File: src/rtl/intersection_pkg.sv
// rtl/intersection_pkg.sv - shared light codes, phase codes and timing defaults for the intersection scheduler
package intersection_pkg;

    localparam logic [2:0] L_GRN = 3'b001;
    localparam logic [2:0] L_YEL = 3'b010;
    localparam logic [2:0] L_RED = 3'b100;
    localparam logic [2:0] L_OFF = 3'b000;

    localparam logic [5:0] DFLT_GRE     = 6'd25;
    localparam logic [5:0] DFLT_YEL     = 6'd3;
    localparam logic [5:0] DFLT_CLR_T   = 6'd2;
    localparam logic [5:0] DFLT_MIN_GRE = 6'd5;
    localparam logic [5:0] DFLT_MAX_DUR = 6'd59;

    typedef enum logic [2:0] {
        ST_INIT   = 3'd0,
        ST_NS_GRN = 3'd1,
        ST_NS_YEL = 3'd2,
        ST_CLR_A  = 3'd3,
        ST_EW_GRN = 3'd4,
        ST_EW_YEL = 3'd5,
        ST_CLR_B  = 3'd6,
        ST_FLASH  = 3'd7
    } state_t;

endpackage

File: src/rtl/intersection_sched_bin2bcd.sv
// rtl/intersection_sched_bin2bcd.sv - combinational 0..59 binary to two-digit BCD
module bin2bcd_60 (
    input  logic [5:0] bin,
    output logic [3:0] tens,
    output logic [3:0] ones
);

    assign tens = 4'(bin / 6'd10);
    assign ones = 4'(bin % 6'd10);

endmodule

File: src/rtl/intersection_sched.sv
// rtl/intersection_sched.sv - two-road phase scheduler: one down-timer, config registers, ped shortening, flash mode
module intersection_sched
    import intersection_pkg::*;
#(
    parameter logic [5:0] DEF_GRE = DFLT_GRE,
    parameter logic [5:0] DEF_YEL = DFLT_YEL,
    parameter logic [5:0] CLR_T   = DFLT_CLR_T,
    parameter logic [5:0] MIN_GRE = DFLT_MIN_GRE,
    parameter logic [5:0] MAX_DUR = DFLT_MAX_DUR
) (
    input  logic       clk,
    input  logic       rst,
    input  logic       tick,
    input  logic       cfg_load,
    input  logic [5:0] cfg_gre,
    input  logic [5:0] cfg_yel,
    input  logic       ped_req,
    input  logic       flash_en,
    output logic [2:0] light_ns,
    output logic [2:0] light_ew,
    output logic [3:0] rem_tens,
    output logic [3:0] rem_ones,
    output logic [2:0] phase,
    output logic       cfg_err
);

    state_t     state_q, state_d;
    logic [5:0] timer_q, timer_d;
    logic [5:0] gre_q, gre_d;
    logic [5:0] yel_q, yel_d;
    logic       ped_q, ped_d;
    logic       err_q, err_d;
    logic       tgl_q, tgl_d;
    logic [2:0] ns_q, ns_d;
    logic [2:0] ew_q, ew_d;
    logic       cfg_ok;
    logic       in_grn;

    assign cfg_ok = (cfg_gre >= MIN_GRE) && (cfg_gre <= MAX_DUR)
                 && (cfg_yel >= 6'd1) && (cfg_yel <= MAX_DUR);
    assign in_grn = (state_q == ST_NS_GRN) || (state_q == ST_EW_GRN);

    always_comb begin
        state_d = state_q;
        timer_d = timer_q;
        gre_d   = gre_q;
        yel_d   = yel_q;
        ped_d   = ped_q | ped_req;
        err_d   = err_q;
        tgl_d   = tgl_q;
        ns_d    = L_RED;
        ew_d    = L_RED;

        if (cfg_load) begin
            if (cfg_ok) begin
                gre_d = cfg_gre;
                yel_d = cfg_yel;
                err_d = 1'b0;
            end else begin
                err_d = 1'b1;
            end
        end

        if (tick) begin
            if (state_q == ST_FLASH) begin
                if (!flash_en) state_d = ST_CLR_A;
                else           tgl_d   = ~tgl_q;
            end else if (timer_q == 6'd1) begin
                unique case (state_q)
                    ST_INIT, ST_CLR_B: state_d = flash_en ? ST_FLASH : ST_NS_GRN;
                    ST_NS_GRN:         state_d = ST_NS_YEL;
                    ST_NS_YEL:         state_d = ST_CLR_A;
                    ST_CLR_A:          state_d = flash_en ? ST_FLASH : ST_EW_GRN;
                    ST_EW_GRN:         state_d = ST_EW_YEL;
                    default:           state_d = ST_CLR_B;
                endcase
            end else if (in_grn && (ped_q | ped_req) && (timer_q > MIN_GRE)) begin
                timer_d = MIN_GRE;
            end else begin
                timer_d = timer_q - 6'd1;
            end
        end

        // Phase entry loads the duration stored before this edge, so a same-edge cfg_load waits.
        if (state_d != state_q) begin
            unique case (state_d)
                ST_NS_GRN, ST_EW_GRN: timer_d = gre_q;
                ST_NS_YEL, ST_EW_YEL: begin
                    timer_d = yel_q;
                    ped_d   = 1'b0;
                end
                ST_FLASH: begin
                    timer_d = 6'd0;
                    tgl_d   = 1'b0;
                end
                default: timer_d = CLR_T;
            endcase
        end
        if (state_d == ST_FLASH) ped_d = 1'b0;

        unique case (state_d)
            ST_NS_GRN: ns_d = L_GRN;
            ST_NS_YEL: ns_d = L_YEL;
            ST_EW_GRN: ew_d = L_GRN;
            ST_EW_YEL: ew_d = L_YEL;
            ST_FLASH: begin
                ns_d = tgl_d ? L_YEL : L_OFF;
                ew_d = tgl_d ? L_YEL : L_OFF;
            end
            default: ;
        endcase
    end

    always_ff @(posedge clk) begin
        if (!rst) begin
            state_q <= ST_INIT;
            timer_q <= CLR_T;
            gre_q   <= DEF_GRE;
            yel_q   <= DEF_YEL;
            ped_q   <= 1'b0;
            err_q   <= 1'b0;
            tgl_q   <= 1'b0;
            ns_q    <= L_RED;
            ew_q    <= L_RED;
        end else begin
            state_q <= state_d;
            timer_q <= timer_d;
            gre_q   <= gre_d;
            yel_q   <= yel_d;
            ped_q   <= ped_d;
            err_q   <= err_d;
            tgl_q   <= tgl_d;
            ns_q    <= ns_d;
            ew_q    <= ew_d;
        end
    end

    bin2bcd_60 u_bcd (
        .bin  (timer_q),
        .tens (rem_tens),
        .ones (rem_ones)
    );

    assign light_ns = ns_q;
    assign light_ew = ew_q;
    assign phase    = state_q;
    assign cfg_err  = err_q;

endmodule

File: config.mk
export PLATFORM = sky130hd
export DESIGN_NAME = intersection_sched
export DESIGN_NICKNAME = d
export VERILOG_FILES = /design/src/rtl/intersection_pkg.sv /design/src/rtl/intersection_sched_bin2bcd.sv /design/src/rtl/intersection_sched.sv
export SDC_FILE = /design/constraint.sdc
export NUM_CORES = 1
export LEC_CHECK = 0
export CAP_MARGIN = 20
export CORE_MARGIN = 3
export CORE_UTILIZATION = 50
export CTS_CLUSTER_SIZE = 16
export DETAILED_ROUTE_END_ITERATION = 7
export PLACE_DENSITY = 0.76
export SETUP_SLACK_MARGIN = 0.1
export SLEW_MARGIN = 5
export SYNTH_ARGS = -nofsm -noshare
export SYNTH_HDL_FRONTEND = slang
export SYNTH_SLANG_ARGS = --single-unit
export TNS_END_PERCENT = 100
File: constraint.sdc
create_clock -name clk -period 3.4 [get_ports clk]
set_input_delay 0.51 -clock clk [delete_from_list [all_inputs] [get_ports clk]]
set_output_delay 0.51 -clock clk [all_outputs]
set_load 0.1 [all_outputs]
==> impl_metrics.csv, run 1 <==
group,metric,value,unit
power,power,1.34,mW
cells_and_area,n_antenna_cell,0,
yosys,synthArstFlopShare,0,%
clocking,clk_pin_slew_worst_paths,0.06,ns
yosys,synth-seq-cells,30,
power,peakVddDrop,0.316,mV
power,p_switching,0.627,mW
global_route,grt_pass1_vias,1722,
yosys,syn_nets,266,
clocking,cts_buffer_depth,2,
floorplan,start_util,53.4,%
sta,finalHoldViolations,0,
floorplan,fp.dieW,69.7,µm
sta,final.setup.worst_slack,0.614,ns
power,internal_power,0.717,mW
power,switching_share,46.6,%
global_route,grt_max_degree,26,
worst_setup_path,critPathKind,"flip-flop to primary output",
clocking,cts.repair.resized,0,
sta,setup_viol,0,
cells_and_area,layoutNonFillerInstCount,316,
clocking,numCtsBuffers,5,
yosys,ys_seq_area_share,29.6,%
clocking,postCtsSetupRepairBufs,0,
drt,num_vias,1909,
yosys,synth_cell_types,59,
placement,dp.cells,308,
cells_and_area,syn_to_final_growth,19.6,%
drt,drcViolationCount,0,
cells_and_area,drive_gt1_share,13.8,%
yosys,synthCells,243,
placement,gp_congestion,0.860,
power,power_density,554,nW/µm²
floorplan,die_y,69.7,µm
sta,rsz0062_at_grt,"no",
worst_setup_path,crit_fanout,5,
clocking,clock_latency,0.29,ns
drt,wire_per_inst,15.0,µm
worst_setup_path,required,2.89,ns
drt,antenna_left,0,
sta,slew_headroom,34.8,%
run,cap_violations,0,
yosys,syn-cell-area,2030,µm²
power,power.leakage,0.904,nW
cells_and_area,fill_cells,342,
placement,port_buffers,34,
power,pwr-share-comb,45.6,%
cells_and_area,finalNetCount,290,
power,p_clk_share,22.9,%
global_route,grt.overflow.total,0,
worst_setup_path,end_kind,"primary output",
global_route,grt_pass1_wl,8020,µm
sta,fmax,0.359,GHz
worst_hold_path,min_path_type,"flip-flop to flip-flop",
sta,setup-tns-final,0,ns
worst_setup_path,worst-endpoint-arrival,2.28,ns
worst_setup_path,cp-start-kind,"flip-flop",
drt,firstDrtPassIters,4,
yosys,synth_warnings,0,
clocking,cts_root_buf,"clkbuf_8",
sta,maxSlewViolCount,0,
floorplan,die_area,4860,µm²
sta,layout_min_cycle_time,2.79,ns
outcome,status,"finished, final reports clean",
floorplan,core,3800,µm²
sta,period_share,81.9,%
floorplan,num_rows,22,
sta,fin_skew,0.00471,ns
yosys,synth_edf_count,0,
global_route,antenna_found_initial,0,
power,sequentialPowerShare,31.5,%
drt,routed_wl,4760,µm
placement,dp_slack,0.664,ns
yosys,synth_ff_type,"dfxtp_1",
floorplan,io_pins,36,
cells_and_area,layout.cells.most_common_list,"30 x dfxtp_1, 25 x clkdlybuf4s50_1, 22 x nor2_1",
placement,hpwl,3420,µm
drt,via_per_inst,6.04,
global_route,track_usage,20.4,%
drt,drt_iter0_markers,191,
sta,worstMarginPinSlew,0.974,ns
clocking,hold_buffers,0,
yosys,avgSynthCellArea,8.35,µm²
clocking,numClockSinks,30,
cells_and_area,mostFrequentLayoutCell,"dfxtp_1",
clocking,htree_num_levels,2,
clocking,tritoncts,"built",
==> per-stage QoR <==
step,utilization [%],hold slack [ns],cell area [µm²]
global route,63.9,0.532,2430
global placement,61.4,0.461,2330
CTS,63.9,0.499,2430
floorplan,-,0.442,2030
detailed placement,61.4,0.484,2330
finish,63.9,0.493,2430
==> per-layer routing <==
metal  vias up  wire length (µm)  global-route usage [%]
li1        950                 -                       -
met1       868              2270                    27.8
met2        80              2040                    30.4
met3        11               358                    5.80
met4         0                91                    7.66
met5         -                 0                       0
==> registers in the layout, summed over array words and instances, names as in the netlist <==
register  cells
gre_q         6
timer_q       6
yel_q         6
light_ew      3
light_ns      3
phase         3
cfg_err       1
ped_q         1
tgl_q         1
==> area by class of cell <==
cell class	count	area, µm²	area share, %
Multi-Input combinational cell	182	1290	53.1
Sequential cell	30	601	24.7
Clock buffer	6	82.6	3.40
Clock inverter	2	12.5	0.515
Timing Repair Buffer	37	340	14.0
Tap cell	48	60.1	2.47
Inverter	11	41.3	1.70
==> cell usage after synthesis (2+ instances only) <==
library cell,instances,area (µm²)
o21ai_0,13,65.1
nor2_1,22,82.6
o21a_1,2,15.0
nor2b_1,7,43.8
o311ai_1,2,17.5
a21oi_1,7,35.0
nand2b_1,5,31.3
nor4b_1,2,17.5
dfxtp_1,30,601
buf_2,4,20.0
o22ai_1,3,18.8
buf_4,3,22.5
nor3_2,2,20.0
ha_1,5,62.6
and3_1,2,12.5
xnor2_1,3,26.3
and2_1,3,18.8
nand3b_1,2,15.0
and3b_1,2,17.5
a31oi_1,5,31.3
o221ai_1,2,17.5
nor2_2,2,12.5
buf_6,2,22.5
o32ai_1,3,26.3
nand3_1,5,25.0
a221oi_1,5,43.8
a211oi_2,3,37.5
nand4_1,4,25.0
clkbuf_1,11,41.3
nand2_1,14,52.6
inv_1,11,41.3
or4_1,3,22.5
nor3_1,9,45.0
mux2i_1,14,140
o31a_1,2,17.5
a311oi_1,5,43.8
nand4b_1,2,17.5
==> power by group through the flow <==
stage | logic, mW | registers, mW | clock network (mW)
after detailed placement | 0.613 | 0.430 | 0
after global routing | 0.652 | 0.430 | 0.328
final | 0.613 | 0.423 | 0.307
after global placement | 0.607 | 0.430 | 0
after CTS | 0.614 | 0.422 | 0.314
after floorplan | 0.463 | 0.465 | 0
==> cell families after synthesis <==
kind of cell / synth area share [%]
adders and majority gates: 3.08
other: 0.185
xor gates and xnor gates: 1.73
muxes: 7.64
DFF: 29.6
AOI/OAI and AO/OA: 25.5
and+or+nand+nor: 25.0
buffers and inverters: 7.27
==> critical path, cell delays in order, from the launching register on <==
cell	delay [ns]
dfxtp_1	0.43
inv_1	0.11
ha_1	0.20
nor2_1	0.12
o21ai_0	0.12
a211oi_2	0.42
nor2_1	0.10
xor2_1	0.17
buf_4	0.31
==> worst paths after layout <==
kind	startpoint	endpoint	slack, ns	depth (start not counted)
hold reg to reg	yel_q[0]$_SDFFE_PN1P_	yel_q[0]$_SDFFE_PN1P_	0.49	2
hold / removal	yel_q[0]$_SDFFE_PN1P_	yel_q[0]$_SDFFE_PN1P_	0.49	2
setup / recovery	timer_q[0]$_SDFFE_PN0P_	rem_ones[3]	0.61	8
setup reg to reg	timer_q[1]$_SDFFE_PN1P_	timer_q[0]$_SDFFE_PN0P_	0.93	7
Note: power is estimated with default switching activity, not from simulation.
==> run 2: changes to the inputs <==
--- a/config.mk
+++ b/config.mk
@@ -7,10 +7,10 @@
 export LEC_CHECK = 0
 export CAP_MARGIN = 20
 export CORE_MARGIN = 3
-export CORE_UTILIZATION = 50
+export CORE_UTILIZATION = 48
 export CTS_CLUSTER_SIZE = 16
 export DETAILED_ROUTE_END_ITERATION = 7
-export PLACE_DENSITY = 0.76
+export PLACE_DENSITY = 0.77
 export SETUP_SLACK_MARGIN = 0.1
 export SLEW_MARGIN = 5
 export SYNTH_ARGS = -nofsm -noshare
==> constraint.sdc (replaced) <==
create_clock -name clk -period 2.3 [get_ports clk]
set_input_delay 0.345 -clock clk [delete_from_list [all_inputs] [get_ports clk]]
set_output_delay 0.345 -clock clk [all_outputs]
set_load 0.1 [all_outputs]
==> run 2 against run 1 <==
Compared with the run above:
- sequential cell count stayed put
- design area is 19% higher
- critical endpoint is now rem_ones[2]
- via count is 7.4% higher
- setup slack worse by 0.57 ns
- non-clock buffer count is 26 higher
- core utilization is 8.1 points higher
- wire length is 14% higher
- clock power is 43% higher
- die area is 3.8% higher
- worst hold slack worse by 0.013 ns
- cell count is 8.9% higher
==> impl_metrics.csv, run 2 (synthesis gave the netlist of run 1 again) <==
group,metric,value,unit
outcome,status,"finished, final reports clean",
clocking,tritoncts,"built",
global_route,antenna_found_initial,0,
placement,dp_slack,-0.0169,ns
worst_setup_path,crit_top_cell,"buf_6",
drt,routed_wl,5440,µm
placement,gp_congestion,0.844,
clocking,cts_buffer_depth,2,
floorplan,die_y,71.0,µm
worst_setup_path,critPathKind,"flip-flop to primary output",
worst_setup_path,critical_path.top_delay_family,"buffers and inverters",
clocking,numClockSinks,30,
cells_and_area,mostFrequentLayoutCell,"buf_4",
global_route,grt_pass1_vias,1948,
worst_setup_path,cp_cell_sequence,"buf_6, ha_4, nor2_4, o21ai_2, a211oi_4, buf_6, mux2i_4, buf_12",
worst_setup_path,crit_fanout,3,
sta,worstMarginPinSlew,0.598,ns
cells_and_area,n_antenna_cell,0,
worst_hold_path,min_path_type,"flip-flop to flip-flop",
floorplan,start_util,50.4,%
clocking,htree_num_levels,2,
cells_and_area,drive_gt1_share,35.4,%
drt,num_vias,2050,
sta,final.setup.worst_slack,0.0426,ns
drt,drcViolationCount,0,
sta,rsz0062_at_grt,"yes",
floorplan,io_pins,36,
sta,fin_skew,0.00624,ns
drt,firstDrtPassIters,4,
sta,period_share,98.1,%
global_route,track_usage,22.6,%
sta,maxSlewViolCount,0,
global_route,grt_pass1_wl,9330,µm
cells_and_area,finalNetCount,316,
worst_setup_path,slowest_delay,0.33,ns
placement,hpwl,3750,µm
clocking,clock_latency,0.28,ns
floorplan,core,4030,µm²
cells_and_area,layout.cells.most_common_list,"38 x buf_4, 21 x dfxtp_1, 19 x nor2_1",
power,power_density,810,nW/µm²
drt,via_per_inst,5.96,
worst_setup_path,crit_buf_inv,3,
worst_setup_path,end_kind,"primary output",
power,peakVddDrop,0.493,mV
floorplan,fp.dieW,71.0,µm
sta,layout_min_cycle_time,2.26,ns
worst_setup_path,worst-endpoint-arrival,1.91,ns
sta,fmax,0.443,GHz
sta,finalHoldViolations,0,
global_route,grt_max_degree,26,
worst_setup_path,slowest_stage,"dfxtp_2",
drt,antenna_left,0,
placement,dp.cells,324,
worst_setup_path,required,1.96,ns
clocking,cts_root_buf,"clkbuf_8",
run,cap_violations,0,
drt,wire_per_inst,15.8,µm
worst_setup_path,reg2reg_slack,0.14,ns
cells_and_area,top_regs,"gre_q x6, timer_q x6, yel_q x6",
clocking,numCtsBuffers,5,
sta,slew_headroom,60.1,%
cells_and_area,syn_to_final_growth,42.9,%
placement,port_buffers,34,
cells_and_area,layoutNonFillerInstCount,344,
power,power.leakage,1.12,nW
power,power,2.35,mW
floorplan,num_rows,23,
cells_and_area,fill_cells,319,
worst_setup_path,cp-start-kind,"flip-flop",
clocking,clk_pin_slew_worst_paths,0.06,ns
sta,setup_viol,0,
drt,drt_iter0_markers,178,
floorplan,die_area,5040,µm²
global_route,grt.overflow.total,0,
-- run 2: changes by cell type in the layout (fill, tap and decap cells not counted), moves of 4 or more --
cell             change
buf_4               +26
dfxtp_4              +4
dfxtp_2              +5
buf_12               +5
clkdlybuf4s50_1      -8
dfxtp_1              -9
-- run 2: cell type report --
cell class,instances,area [µm²],share of cell area (%)
Clock buffer,7,86.3,2.98
Sequential cell,30,622,21.4
Inverter,11,43.8,1.51
Tap cell,50,62.6,2.16
Clock inverter,1,5.00,0.173
Timing Repair Buffer,63,589,20.3
Multi-Input combinational cell,182,1490,51.4
-- run 2: final timing paths --
kind                            from                 endpoint  cells past startpoint
max          timer_q[1]$_SDFFE_PN1P_              rem_ones[2]                      8
min            gre_q[0]$_SDFFE_PN1P_    gre_q[0]$_SDFFE_PN1P_                      2
max reg2reg  timer_q[1]$_SDFFE_PN1P_  timer_q[0]$_SDFFE_PN0P_                      7
min reg2reg    gre_q[0]$_SDFFE_PN1P_    gre_q[0]$_SDFFE_PN1P_                      2
-- run 2: through the flow --
step	utilization (%)	hold slack (ns)	area (µm²)	setup TNS, ns
6_report	72.0	0.481	2900	0
5_1_grt	72.0	0.519	2900	-0.0720
4_1_cts	70.4	0.486	2840	0
3_5_place_dp	63.9	0.466	2570	-0.0336
3_3_place_gp	63.9	0.465	2570	0
2_1_floorplan	-	0.442	2130	-0.00856
-- run 2: power by group --
part           switching [mW]  total [mW]  internal (mW)
combinational           0.776        1.28          0.506
sequential             0.0607       0.627          0.566
clock                   0.198       0.439          0.241
-- run 2: tightest hold or removal path, stage by stage (launching register included) --
cell and delay, ns:
dfxtp_1 0.33, mux2i_1 0.07, nand2_1 0.06
-- run 2: timing repair --
action,CTS,global route
gates resized for setup,20,12
endpoints found under the setup margin,4,14
pin swaps,7,7
hold buffers,0,0
endpoints found under the hold margin,0,0
setup buffers,11,1
-- run 2: routing by layer --
metal / vias up / track usage, % / routed length, µm
met3: 12 / 4.97 / 348
met4: 0 / 5.64 / 96
met5: - / 0 / 0
met1: 954 / 29.8 / 2420
li1: 1005 / - / -
met2: 79 / 37.6 / 2570
